### src/rtl/snake_grid_builder.sv
// snake_grid_builder: rasterises snake segment positions into a double-buffered occupancy grid
module snake_grid_builder #(
   parameter int GRID_W  = 16,
   parameter int GRID_H  = 16,
   parameter int POS_W   = 8,
   parameter int MAX_LEN = 256,
   parameter int IDX_W   = $clog2(MAX_LEN),
   parameter int LEN_W   = $clog2(MAX_LEN) + 1
) (
   input  logic                     i_clk,
   input  logic                     i_reset,
   input  logic                     i_start,
   input  logic [LEN_W-1:0]         i_length,
   output logic                     o_rd_en,
   output logic [IDX_W-1:0]         o_rd_idx,
   input  logic [POS_W-1:0]         i_rd_pos,
   output logic [GRID_W*GRID_H-1:0] o_grid,
   output logic                     o_busy,
   output logic                     o_done,
   output logic                     o_head_hit,
   output logic                     o_oob
);
   localparam int N = GRID_W * GRID_H;
   localparam logic [LEN_W-1:0] MAXL = LEN_W'(MAX_LEN);
   typedef enum logic [1:0] {IDLE, RUN, DRAIN, COMMIT} state_t;
   state_t           r_state, w_next;
   logic [LEN_W-1:0] r_len, w_len;
   logic [IDX_W-1:0] r_idx, r_idx_d;
   logic             r_vld_d, r_hit, r_oob;
   logic [POS_W-1:0] r_head;
   logic [N-1:0]     r_shadow;
   logic             w_accept, w_last, w_pos_oob;
   assign w_len     = (i_length > MAXL) ? MAXL : i_length;
   assign w_accept  = (r_state == IDLE) && i_start;
   assign w_last    = LEN_W'(r_idx) == r_len - LEN_W'(1);
   assign w_pos_oob = int'(i_rd_pos) >= N;
   assign o_rd_idx  = r_idx;
   // state register
   always_ff @(posedge i_clk) begin
      if (i_reset) r_state <= IDLE;
      else         r_state <= w_next;
   end
   // next state and read enable
   always_comb begin
      w_next  = r_state;
      o_rd_en = 1'b0;
      w_next  = r_state == IDLE  ? (i_start ? (w_len == '0 ? DRAIN : RUN) : IDLE) :
                r_state == RUN   ? (w_last ? DRAIN : RUN) :
                r_state == DRAIN ? COMMIT : IDLE;
      o_rd_en = r_state == RUN;
   end
   // read pipeline, shadow rasterisation and commit to the visible outputs
   always_ff @(posedge i_clk) begin
      if (i_reset) begin
         r_len      <= '0;
         r_idx      <= '0;
         r_idx_d    <= '0;
         r_vld_d    <= 1'b0;
         r_hit      <= 1'b0;
         r_oob      <= 1'b0;
         r_head     <= '0;
         r_shadow   <= '0;
         o_grid     <= '0;
         o_busy     <= 1'b0;
         o_done     <= 1'b0;
         o_head_hit <= 1'b0;
         o_oob      <= 1'b0;
      end else begin
         r_vld_d <= o_rd_en;
         r_idx_d <= o_rd_idx;
         o_done  <= r_state == COMMIT;
         if (w_accept) begin
            r_len    <= w_len;
            r_idx    <= '0;
            r_shadow <= '0;
            r_hit    <= 1'b0;
            r_oob    <= 1'b0;
            o_busy   <= 1'b1;
         end
         if (r_state == RUN) r_idx <= r_idx + IDX_W'(1);
         if (r_vld_d) begin
            if (w_pos_oob) r_oob <= 1'b1;
            else           r_shadow <= r_shadow | (N'(1) << i_rd_pos);
            if (r_idx_d == '0)          r_head <= i_rd_pos;
            else if (i_rd_pos == r_head) r_hit <= 1'b1;
         end
         if (r_state == COMMIT) begin
            o_grid     <= r_shadow;
            o_head_hit <= r_hit;
            o_oob      <= r_oob;
            o_busy     <= 1'b0;
         end
      end
   end
endmodule

### config.mk
export PLATFORM = sky130hd
export DESIGN_NAME = snake_grid_builder
export DESIGN_NICKNAME = d
export VERILOG_FILES = /design/src/rtl/snake_grid_builder.sv
export SDC_FILE = /design/constraint.sdc
export NUM_CORES = 1
export LEC_CHECK = 0
export BUFFER_PORTS_ARGS = -buffer_cell sky130_fd_sc_hd__buf_2
export CORE_UTILIZATION = 35
export CTS_CLUSTER_DIAMETER = 200
export DETAILED_ROUTE_END_ITERATION = 10
export PLACE_DENSITY = 0.65
export SETUP_SLACK_MARGIN = 0.1
export SYNTH_ARGS = -nofsm -noshare
export SYNTH_HDL_FRONTEND = slang
export SYNTH_SLANG_ARGS = --single-unit
### constraint.sdc
create_clock -name i_clk -period 1.8 [get_ports i_clk]
set_clock_uncertainty 0.05 [all_clocks]
set_input_delay 0.18 -clock i_clk [delete_from_list [all_inputs] [get_ports i_clk]]
set_output_delay 0.18 -clock i_clk [all_outputs]
set_load 0.01 [all_outputs]
## Word level (Yosys, flattened, before mapping)

Cells that the tools add are included.

| word-level totals | value |
|---|---|
| register bits after elaboration | 552 |
| input bits | 20 |
| word-level logic and storage cells | 45 |
| output and inout bits | 269 |

| operators by class | value |
|---|---|
| bitwise logic cells | 1 |
| reduce and logical (&&, ||, !) cells | 8 |
| eq/ne operators | 5 |
| add/subtract/negate cells | 2 |
| shifts and indexed selects | 1 |
| $lt $le $gt $ge | 1 |
| muxes and demuxes | 15 |

Operators with widths:

| kind | number |
|---|---|
| 2-to-1 mux 256 bit | 2 |
| bitwise OR 256 bit | 1 |
| left shift 1 x 8 -> 256 bit (first input constant) | 1 |
| 2-to-1 mux 8 bit | 2 |
| 2-to-1 mux 2 bit | 6 |
| == test 8 x 9 -> 1 bit | 1 |
| greater-than comparator 9 bit (second input constant) | 1 |
| zero test 9 bit | 1 |
| 2-to-1 mux 9 bit | 1 |
| subtractor 9 x 1 -> 9 bit (second input constant) | 1 |
| adder 8 x 1 -> 8 bit (second input constant) | 1 |
| == test 8 bit | 1 |
| zero test 8 bit | 1 |
| == test 2 bit (second input constant) | 2 |
| 2-to-1 mux 1 bit | 4 |
| nonzero test 2 bit | 2 |
| == test 2 x 1 -> 1 bit (second input constant) | 1 |
| zero test 2 bit | 1 |
| AND reduction 2 bit | 1 |
| OR reduction 2 bit | 1 |
| logical AND 1 bit | 1 |

## Logic depth before layout (Yosys ltp)

Gate-level depths: netlist of run 1.

| logic depth | value |
|---|---|
| depth in word-level cells | 6 |
| mapped depth | 9 |

## Worst setup path before layout of run 1

OpenSTA, ideal clock, no wires.

| timing path | value |
|---|---|
| kind | register -> register |
| from | register r_len[0] |
| to | register r_state[0] |
| setup time | 131 ps |
| path slack | -41 ps |
| data arrival time | 1661 ps |
| cell stages (with the launch flop) | 10 |
| buffers on the path | 2 |
| path through | dfxtp_1 clkbuf_1 inv_1 ha_1 buf_2 xnor2_1 a211oi_1 nand4b_1 a211oi_2 o31ai_1 |

| on the way | value |
|---|---|
| cells in the longest elaborated chain, start to end | 5 |

RTL lines:

| what | RTL line | source |
|---|---|---|
| start, declared | 27 | `logic [LEN_W-1:0] r_len, w_len;` |
| start signal, assigned | 73 | `r_len <= w_len;` |
| subtractor 9 x 1 -> 9 bit | 35 | `assign w_last = LEN_W'(r_idx) == r_len - LEN_W'(1);` |
| == test 8 x 9 -> 1 bit | 35 |  |
| 2-to-1 mux 2 bit (2 in series) | 48 | `r_state == RUN ? (w_last ? DRAIN : RUN) :` |
| 2-to-1 mux 2 bit | 47 | `w_next = r_state == IDLE ? (i_start ? (w_len == '0 ? DRAIN : RUN) : IDLE) :` |
| end signal, assigned | 41 | `else r_state <= w_next;` |
| end, declared | 26 | `state_t r_state, w_next;` |

No other way between the ends.
A chain may end at the register's enable or synchronous reset.

## Worst setup path after layout of run 1

| timing path | value |
|---|---|
| from | input i_rd_pos[5] |
| to | register r_shadow[118] |

| on the way | value |
|---|---|
| cells in the longest elaborated chain, start to end | 3 |

RTL lines:

| what | RTL line | source |
|---|---|---|
| start, declared | 16 | `input logic [POS_W-1:0] i_rd_pos,` |
| left shift 1 x 8 -> 256 bit | 83 | `else r_shadow <= r_shadow \| (N'(1) << i_rd_pos);` |
| bitwise OR 256 bit | 83 |  |
| 2-to-1 mux 256 bit | 81 | `if (r_vld_d) begin` |
| end signal, assigned | 83 |  |
| end, declared | 31 | `logic [N-1:0] r_shadow;` |

No other way between the ends.

==> results of run 1 <==
through the flow:
step	power, W	worst slack [ns]	TNS [ns]	hold slack [ns]
5_1_grt	0.0264	0.0688	0	0.0517
3_5_place_dp	0.0136	-0.0959	-0.311	0.402
4_1_cts	0.0256	0.0491	0	0.0163
3_3_place_gp	0.0136	-0.124	-0.427	0.396
2_1_floorplan	0.0132	0.101	0	0.266
6_report	0.0258	0.113	0	0.0579
sequential cells by signal, summed over array words and instances (netlist names):
name        count
r_shadow      256
o_busy          1
r_vld_d         1
r_state         2
r_hit           1
o_done          1
o_grid        256
r_head          8
r_len           9
r_idx_d         8
o_head_hit      1
o_rd_idx        8
area by class of cell:
type | instances | area (um2)
fill | 4738 | 27900
sequential | 552 | 11100
multi-input combinational | 1045 | 6820
timing repair buffer | 442 | 3080
clock buffer | 74 | 1570
tap | 680 | 851
clock inverter | 31 | 349
inverter | 3 | 13.8
antenna | 2 | 5.00
power by group through the flow:
stage	Combinational (W)	Sequential, W	Clock (W)
global route	0.00143	0.0123	0.0127
global placement	0.00102	0.0126	0
detailed placement	0.00103	0.0126	0
floorplan	0.000647	0.0125	0
finish	0.00137	0.0123	0.0121
CTS	0.00111	0.0123	0.0122
timing repair:
action,4_1_cts,5_1_grt
pin swaps,1,5
endpoints found under the hold margin,32,0
cloned,1,13
hold buffers,15,0
gates resized for setup,8,29
setup endpoints to repair,147,245
buffers inserted,0,4
cells in the mapped netlist, drive strengths merged:
library cell / count
a211oi: 4
a21o: 1
a21oi: 19
a22o: 257
a22oi: 256
a31oi: 2
a41oi: 1
and2: 5
and3: 3
and4: 2
buf: 38
clkbuf: 131
conb: 1
dfxtp: 552
ha: 2
inv: 3
mux2: 2
mux2i: 8
nand2: 26
nand2b: 10
nand3: 14
nand3b: 9
nand4: 3
nand4b: 1
nor2: 333
nor2b: 12
nor3: 23
nor4: 14
o21a: 3
o21ai: 2
o21ba: 1
o21bai: 1
o22ai: 1
o31ai: 1
or2: 4
or2b: 1
or3: 2
or4: 1
xnor2: 12
xor2: 6
kinds of logic after synthesis:
kind of cell | after synthesis
mux | 10
flops | 552
compound gates | 549
other cells | 1
fa+ha+maj | 2
buf+inv | 172
simple gates | 463
xor+xnor | 18
layer usage:
layer | global-route usage, % | vias up
met5 | 0 | -
met4 | 7.31 | 4
met1 | 29.6 | 7657
met3 | 6.34 | 116
met2 | 36.3 | 758
li1 | - | 7108
path summary, 6_finish.rpt:
check               startpoint             to  cells after the start  slack [ns]
hold reg to reg   r_shadow[86]     o_grid[86]                      1        0.41
hold / removal     i_rd_pos[0]      r_head[0]                      4        0.06
setup reg to reg    r_state[1]   r_shadow[64]                      7        0.12
setup / recovery   i_rd_pos[5]  r_shadow[118]                      5        0.11
tightest hold or removal path, cell delays in order:
cell and delay, ns:
buf_2 0.17, buf_4 0.18, mux2i_1 0.07, nor2_1 0.07
==> reports/metrics.yaml, run 1 <==
sta:
  worstMarginPinSlew_ns: 0.864
  final_hold_viol_count: 0
  maxSlewViolCount: 0
  fin_crit_ns: 1.69
  setup_viol: 0
  slew_headroom_pct: 42.4
  clock.fmax_mhz: 593
  min_period_over_period_pct: 93.7
  rsz0062_at_grt: "yes"
route:
  via_per_inst: 5.53
  route.vias.total: 15600
  antenna_left: 0
  met2_length_mm: 30.4
  avgRoutedWirePerCell_um: 23.5
  drtIter0Drc: 1424
  wl_met3_mm: 6.41
  top_layer: "met5"
  drc_errors: 0
  met1_length_mm: 27.6
  dr.pass1.iters: 6
  routed_wl_mm: 66.4
clock_network:
  clock-sinks: 552
  cts-root-buf: "clkbuf_16"
  clk_pin_slew_ns: 0.06
  cts_buffers: 56
  clock_latency_ns: 0.61
  htreeDepth: 2
  clk_path_buf_depth: 3
  cts_tree: "yes"
critical_path:
  critPathBufInv: 2
  slowest_stage: "and3_1"
  critical-path-top-delay-family: "simple AND/OR/NAND/NOR gates"
  required_ns: 2.27
  crit_chain: "dlygate4sd3_1, buf_2, and3_1, a22oi_1, nor2_1"
  critPathLaunchType: "primary input"
  cp.arrival_ns: 2.16
  worst-path-max-fanout: 18
  end_kind: "register"
  crit_type: "primary input to register"
  critPathMaxStageDelay_ns: 0.78
synthesis:
  synthTopCellsByArea: "dfxtp_1 60%, a22o_1 12%, a22oi_1 10%, nor2_1 6.8%, clkbuf_1 2.6%"
  avgSynthCellArea_um2: 10.4
  synth.top_cell.area_share_pct: 60.0
  ys_ff_latch: 552
  netlist_area_mm2: 0.0184
  muxShareOfSynthArea_pct: 0.557
  synth_compound_gate_area_share_pct: 23.9
  syn_nets: 1789
  synth_area_leader_cell: "dfxtp_1"
  syn_inst: 1767
  synth_top_family_by_area: "compound AO/OA/AOI/OAI gates"
  synth_warnings: 0
  yosysSeqAreaShare_pct: 60.0
  synthAdderAreaFrac_pct: 0.136
  synthSimpleGateAreaFrac_pct: 10.7
  synth_cell_types: 47
  synth_xor_area_share_pct: 0.856
hold_path:
  hold_path.class: "primary input to register"
power_and_ir_drop:
  seqPwrFrac_pct: 47.7
  ir_drop_mv: 0.692
  p_int_w: 0.0197
  cellLeakagePower_nw: 9.88
  p_comb_share_pct: 5.3
  switchingPower_w: 0.00604
  swShare_pct: 23.5
  p_per_area_mw_per_mm2: 1080
  clock_power_share_pct: 47.0
grt:
  grt_pass1_wl_mm: 92.3
  grt_pass1_vias: 14300
  grt_start_max_net_pins: 162
  grt.overflow.total: 0
  antenna_found_initial: 3
  grtUsageTotal_pct: 22.8
layout:
  final_util_pct: 46.0
  drive_above_1_share_pct: 26.3
  layout.nets: 2122
  final_cells: 2829
  postLayoutCellArea_mm2: 0.0237
  final_cell_mix: "547 x dfxtp_1, 327 x nor2_1, 286 x buf_2"
  final_common_cell: "dfxtp_1"
  area_growth_pct: 28.9
die:
  core.rowCount: 83
  core-area_mm2: 0.0516
  initial_utilization_pct: 35.7
  dieArea_mm2: 0.0536
  die_y_um: 231
  die_w_um: 231
  io_pins: 289
placement:
  dp.cells: 2689
  placed_cell_area_mm2: 0.0212
  portBuffers: 287
  gp_congestion: 0.885
  hpwlAfterDp_mm: 42.8
job:
  max-cap-violations: 0
outcome:
  status: "finished, final reports clean"
Power figures use the tool's default switching activity.
==> inputs of run 2 (changes only) <==
CELL_PAD_IN_SITES_DETAIL_PLACEMENT = 1   (was unset)
CELL_PAD_IN_SITES_GLOBAL_PLACEMENT = 2   (was unset)
PLACE_DENSITY = 0.86   (was 0.65)
clock period = 1.68 ns   (was 1.8 ns; I/O delays follow)
==> reports/metrics.yaml, run 2 (synthesis gave the netlist of run 1 again) <==
outcome:
  status: "finished with violations"
  violations: "setup timing"
die:
  die_w_um: 231  # unchanged
  dieArea_mm2: 0.0536  # unchanged
  io_pins: 289  # unchanged
  core-area_mm2: 0.0516  # unchanged
  initial_utilization_pct: 35.7  # unchanged
  die_y_um: 231  # unchanged
  core.rowCount: 83  # unchanged
critical_path:
  cp.arrival_ns: 2.23  # +0.07 ns
  worst-path-max-fanout: 64  # +46
  ff2ff_path_depth: 7  # unchanged
  crit_type: "register to register"
  required_ns: 2.10  # -0.17 ns
  critical-path-top-delay-family: "simple AND/OR/NAND/NOR gates"
  r2r-end: "r_shadow[69]"
  critPathBufInv: 2  # unchanged
  crit_chain: "nor2_4, and2_4, buf_12, nand2b_4, buf_12, a22oi_1, nor2_1"
  reg2reg_slack_ns: -0.13  # -0.25 ns
  slowest_stage: "dfxtp_4"
  critPathMaxStageDelay_ns: 0.36  # -0.42 ns
  crit_top_cell: "buf_12"
  end_kind: "register"
  critPathLaunchType: "register"
  r2r_start: "r_state[1]"
grt:
  grt_start_max_net_pins: 152  # -6.2%
  grt.overflow.total: 0  # unchanged
  grt_pass1_vias: 16800  # +18%
  grt_pass1_wl_mm: 109  # +18%
  antenna_found_initial: 4  # +1
  grtUsageTotal_pct: 26.8  # +4.1 points
sta:
  setup_viol: 135  # +135
  fin_crit_ns: 1.81
  setup_slack_ns: -0.126  # -0.239 ns
  final_hold_viol_count: 0  # unchanged
  rsz0062_at_grt: "yes"
  clock.fmax_mhz: 554
  min_period_over_period_pct: 107
  maxSlewViolCount: 0  # unchanged
  slew_headroom_pct: 27.0  # -15 points
  worstMarginPinSlew_ns: 1.09  # +0.227 ns
clock_network:
  clock-sinks: 552  # unchanged
  cts-root-buf: "clkbuf_16"
  cts_buffers: 57  # +1.8%
  clock_latency_ns: 0.63  # +0.02 ns
  clk_pin_slew_ns: 0.06  # about the same
  clk_path_buf_depth: 3  # unchanged
  cts_tree: "yes"
  htreeDepth: 2  # unchanged
hold_path:
  min_from: "i_start"
  hold_depth: 4  # unchanged
  hold_path_end: "r_state[0]"
  hold_path.class: "primary input to register"
route:
  met2_length_mm: 36.0  # +18%
  via_per_inst: 5.64  # +2.1%
  avgRoutedWirePerCell_um: 26.0  # +11%
  route.vias.total: 16400  # +4.7%
  dr.pass1.iters: 5  # -1
  top_layer: "met5"
  drc_errors: 0  # unchanged
  wl_met3_mm: 4.95  # -23%
  antenna_left: 0  # unchanged
  met1_length_mm: 31.3  # +14%
  routed_wl_mm: 75.5  # +14%
  drtIter0Drc: 1120  # -21%
placement:
  place_ws_ns: -0.153  # -0.0572 ns
  gp_congestion: 0.859  # -2.9%
  portBuffers: 287  # unchanged
  hpwlAfterDp_mm: 45.9  # +7.3%
layout:
  diodes: 0  # -2
  final_util_pct: 49.9  # +3.9 points
  layout.nets: 2197  # +3.5%
  top_regs: "o_grid (256), r_shadow (256), r_len (9)"
  area_growth_pct: 39.9
  final_cell_mix: "542 x dfxtp_1, 323 x nor2_1, 284 x buf_2"
  final_common_cell: "dfxtp_1"
  drive_above_1_share_pct: 37.2  # +11 points
job:
  max-cap-violations: 0  # unchanged
power_and_ir_drop:
  p_per_area_mw_per_mm2: 1090  # +0.93%
  cellLeakagePower_nw: 10.5  # +6.8%
  ir_drop_mv: 0.768  # +11%
[run 2: area by class of cell]
cell class / count / area (um2)
multi-input combinational: 1046 / 7810
tap: 680 / 851
inverter: 3 / 13.8
sequential: 552 / 11100
clock buffer: 84 / 1660
clock inverter: 21 / 223
fill: 5492 / 25800
timing repair buffer: 515 / 4150
[run 2: where the power goes]
group | switching (W) | internal [W] | leakage (nW)
combinational | 0.00130 | 0.000892 | 5.16
sequential | 0.0000429 | 0.0131 | 4.45
clock | 0.00543 | 0.00744 | 0.934
total | 0.00677 | 0.0215 | 10.5
[run 2: how the worst max path moves through the flow]
stage | from | slack [ns] | depth (start not counted) | to
5_1_grt | r_state[1] | -0.18 | 7 | r_shadow[69]
6_report | r_state[1] | -0.13 | 7 | r_shadow[69]
2_1_floorplan | r_len[3] | 0.03 | 6 | r_state[0]
3_3_place_gp | i_rd_pos[2] | -0.12 | 7 | r_shadow[98]
3_5_place_dp | i_rd_pos[2] | -0.15 | 7 | r_shadow[34]
4_1_cts | r_state[1] | 0.003 | 9 | r_shadow[241]
[run 2: stage by stage]
step / instance area, um2 / hold slack, ns / total power (W) / TNS (ns) / instances
floorplan: 18500 / 0.254 / 0.0141 / 0 / 1767
global placement: 21600 / 0.366 / 0.0146 / -3.85 / 2727
detailed placement: 21600 / 0.369 / 0.0147 / -10.03 / 2727
CTS: 25100 / 0.00808 / 0.0281 / 0 / 2888
global route: 25800 / 0.0403 / 0.0290 / -16.07 / 2901
finish: 25800 / 0.00321 / 0.0282 / -3.87 / 2901
[run 2: worst min-delay path: stages]
cell and delay, ns:
buf_2 0.13, a21oi_1 0.15, or3_1 0.12, o31ai_1 0.06
[run 2: what timing repair did]
action / 4_1_cts / 5_1_grt
endpoints found under the setup margin: 266 / 271
hold buffers: 17 / 0
resized for setup: 153 / 120
gates cloned: 22 / 9
buffers inserted: 17 / 12
pin swaps: 75 / 118
endpoints found under the hold margin: 20 / 0
[run 2: layer usage]
metal  up-vias  global-route usage, %
li1       7271                      -
met1      8365                   32.8
met3       177                   6.58
met2       553                   44.8
met4         8                   11.2
met5         -                      0
==> inputs of run 3 (changes only) <==
==> constraint.sdc (replaced) <==
create_clock -name i_clk -period 1.68 [get_ports i_clk]
set_clock_uncertainty 0.05 [all_clocks]
set_input_delay 0.084 -clock i_clk [delete_from_list [all_inputs] [get_ports i_clk]]
set_output_delay 0.084 -clock i_clk [all_outputs]
set_load 0.01 [all_outputs]
==> reports/metrics.yaml, run 3 (synthesis gave the netlist of run 1 again) <==
clock_network:
  clock-sinks: 552  # unchanged
  clk_path_buf_depth: 3  # unchanged
  cts_buffers: 56  # -1.8%
  htreeDepth: 2  # unchanged
  clk_pin_slew_ns: 0.06  # about the same
  cts_tree: "yes"
  clock_latency_ns: 0.62  # about the same
  cts-root-buf: "clkbuf_16"
die:
  initial_utilization_pct: 35.7  # unchanged
  dieArea_mm2: 0.0536  # unchanged
  io_pins: 289  # unchanged
  core-area_mm2: 0.0516  # unchanged
  die_w_um: 231  # unchanged
  core.rowCount: 83  # unchanged
  die_y_um: 231  # unchanged
critical_path:
  cp.arrival_ns: 2.16  # -0.07 ns
  crit_type: "register to register"
  r2r_start: "r_len[0]"
  required_ns: 2.12  # +0.02 ns
  r2r-end: "r_state[0]"
  critPathLaunchType: "register"
  crit_end: "r_state[0]"
  ff2ff_path_depth: 7  # unchanged
  reg2reg_slack_ns: -0.04  # +0.08 ns
  end_kind: "register"
  crit_path_start: "r_len[0]"
  worst-path-max-fanout: 8  # -88%
outcome:
  status: "finished with violations"
  violations: "setup timing"
layout:
  top_regs: "o_grid (256), r_shadow (256), r_len (9)"
  layout.nets: 2199  # +0.091%
  drive_above_1_share_pct: 38.2  # +0.99 points
  regArea_mm2: 0.0111  # about the same
  final_cell_mix: "545 x dfxtp_1, 319 x nor2_1, 284 x buf_2"
  area_growth_pct: 40.9
  final_common_cell: "dfxtp_1"
  fill_cells: 5470  # -0.40%
  multi_input_area_mm2: 0.00789  # +1.1%
sta:
  min_period_over_period_pct: 103  # -4.9 points
  finalSetupTns_ns: -0.117  # +3.76 ns
  fin_crit_ns: 1.72  # -0.0830 ns
  setup_viol: 5  # -96%
  worstMarginPinSlew_ns: 1.16  # +0.0739 ns
  final_hold_viol_count: 0  # unchanged
  rsz0062_at_grt: "yes"
  slew_headroom_pct: 22.1  # -4.9 points
  maxSlewViolCount: 0  # unchanged
  clock.fmax_mhz: 580  # +4.8%
  hold_ws_ns: 0.0961  # +0.0929 ns
  setup_slack_ns: -0.0428  # +0.0830 ns
power_and_ir_drop:
  switchingPower_w: 0.00662  # -2.2%
  swShare_pct: 23.6  # -0.41 points
  clock_power_share_pct: 45.4  # -0.2 points
  ir_drop_mv: 0.794  # +3.4%
  cellLeakagePower_nw: 10.6  # +0.33%
  seqPwrFrac_pct: 46.9  # +0.2 points
  p_comb_share_pct: 7.7  # about the same
  p_int_w: 0.0215  # about the same
  p_per_area_mw_per_mm2: 1080  # -1.2%
grt:
  grt_pass1_vias: 16100  # -3.8%
  antenna_found_initial: 4  # unchanged
  grt.overflow.total: 0  # unchanged
  grt_pass1_wl_mm: 102  # -6.5%
  grt_start_max_net_pins: 135  # -11%
  grtUsageTotal_pct: 24.9  # -1.9 points
route:
  via_per_inst: 5.68  # +0.69%
  avgRoutedWirePerCell_um: 26.7  # +2.7%
  routed_wl_mm: 77.4  # +2.5%
  drc_errors: 0  # unchanged
  route.vias.total: 16500  # +0.56%
  dr.pass1.iters: 5  # unchanged
  antenna_left: 0  # unchanged
  drtIter0Drc: 1063  # -5.1%
placement:
  portBuffers: 287  # unchanged
  hpwlAfterDp_mm: 46.7  # +1.7%
  gp_congestion: 0.821  # -4.4%
hold_path:
  hold_path.class: "primary input to register"
job:
  max-cap-violations: 0  # unchanged
==> run 3: stage by stage <==
| step | std cells | cell area, um2 | total power [W] | setup slack [ns] | utilization [%] |
|---|---|---|---|---|---|
| after floorplan | 1767 | 18500 | 0.0141 | 0.0305 | - |
| after global placement | 2721 | 21600 | 0.0147 | -0.110 | 41.8 |
| after detailed placement | 2721 | 21600 | 0.0147 | -0.125 | 41.8 |
| after CTS | 2847 | 23900 | 0.0274 | 0.0174 | 46.3 |
| after global routing | 2897 | 26000 | 0.0288 | -0.149 | 50.3 |
| final | 2897 | 26000 | 0.0281 | -0.0428 | 50.3 |
==> run 3: final cells by class <==
| cell class | count | area share (%) |
|---|---|---|
| clock inverters | 18 | 0.963 |
| inverters | 3 | 0.0626 |
| repair buffers | 520 | 16.6 |
| multi-input cells | 1044 | 30.4 |
| flip-flops and latches | 552 | 42.6 |
| well taps | 680 | 3.28 |
| clock buffers | 79 | 6.12 |
| diodes | 1 | 0.00963 |
==> run 3: power groups by stage <==
stage	sequential, W	clock (W)	combinational (W)
final	0.0132	0.0128	0.00217
after global routing	0.0132	0.0135	0.00223
after CTS	0.0132	0.0129	0.00141
after detailed placement	0.0134	0	0.00125
after global placement	0.0134	0	0.00121
after floorplan	0.0134	0	0.000701
==> run 3: layer usage <==
metal	vias up	track usage, %	share of wire, %
li1	7239	-	-
met1	8396	30.4	40
met2	623	41.7	49
met3	201	6.24	6.6
met5	-	0	0.050
met4	6	9.87	4.7
==> run 3: worst max-delay path, cell delays in order (launching register included) <==
cell	delay, ns
dfxtp_4	0.39
inv_4	0.05
ha_4	0.19
xnor2_4	0.14
a211oi_2	0.23
nand4b_1	0.17
a211oi_2	0.27
o31ai_1	0.09
==> run 3: timing repair <==
action	CTS	global route
setup endpoints to repair	262	212
hold buffers	18	0
pin swaps	14	246
setup buffers	9	13
gates resized for setup	46	257
gates cloned	2	37
hold endpoints to repair	34	0
==> run 3: worst min path at each step <==
stage	start	to	slack, ns	depth (start not counted)
CTS	i_rd_pos[4]	r_shadow[15]	0.07	6
floorplan	i_length[8]	r_len[8]	0.17	2
global placement	i_rd_pos[4]	r_head[4]	0.32	3
detailed placement	i_length[5]	r_len[5]	0.33	3
global route	i_rd_pos[4]	r_shadow[238]	0.14	6
finish	i_rd_pos[4]	r_shadow[15]	0.1	6
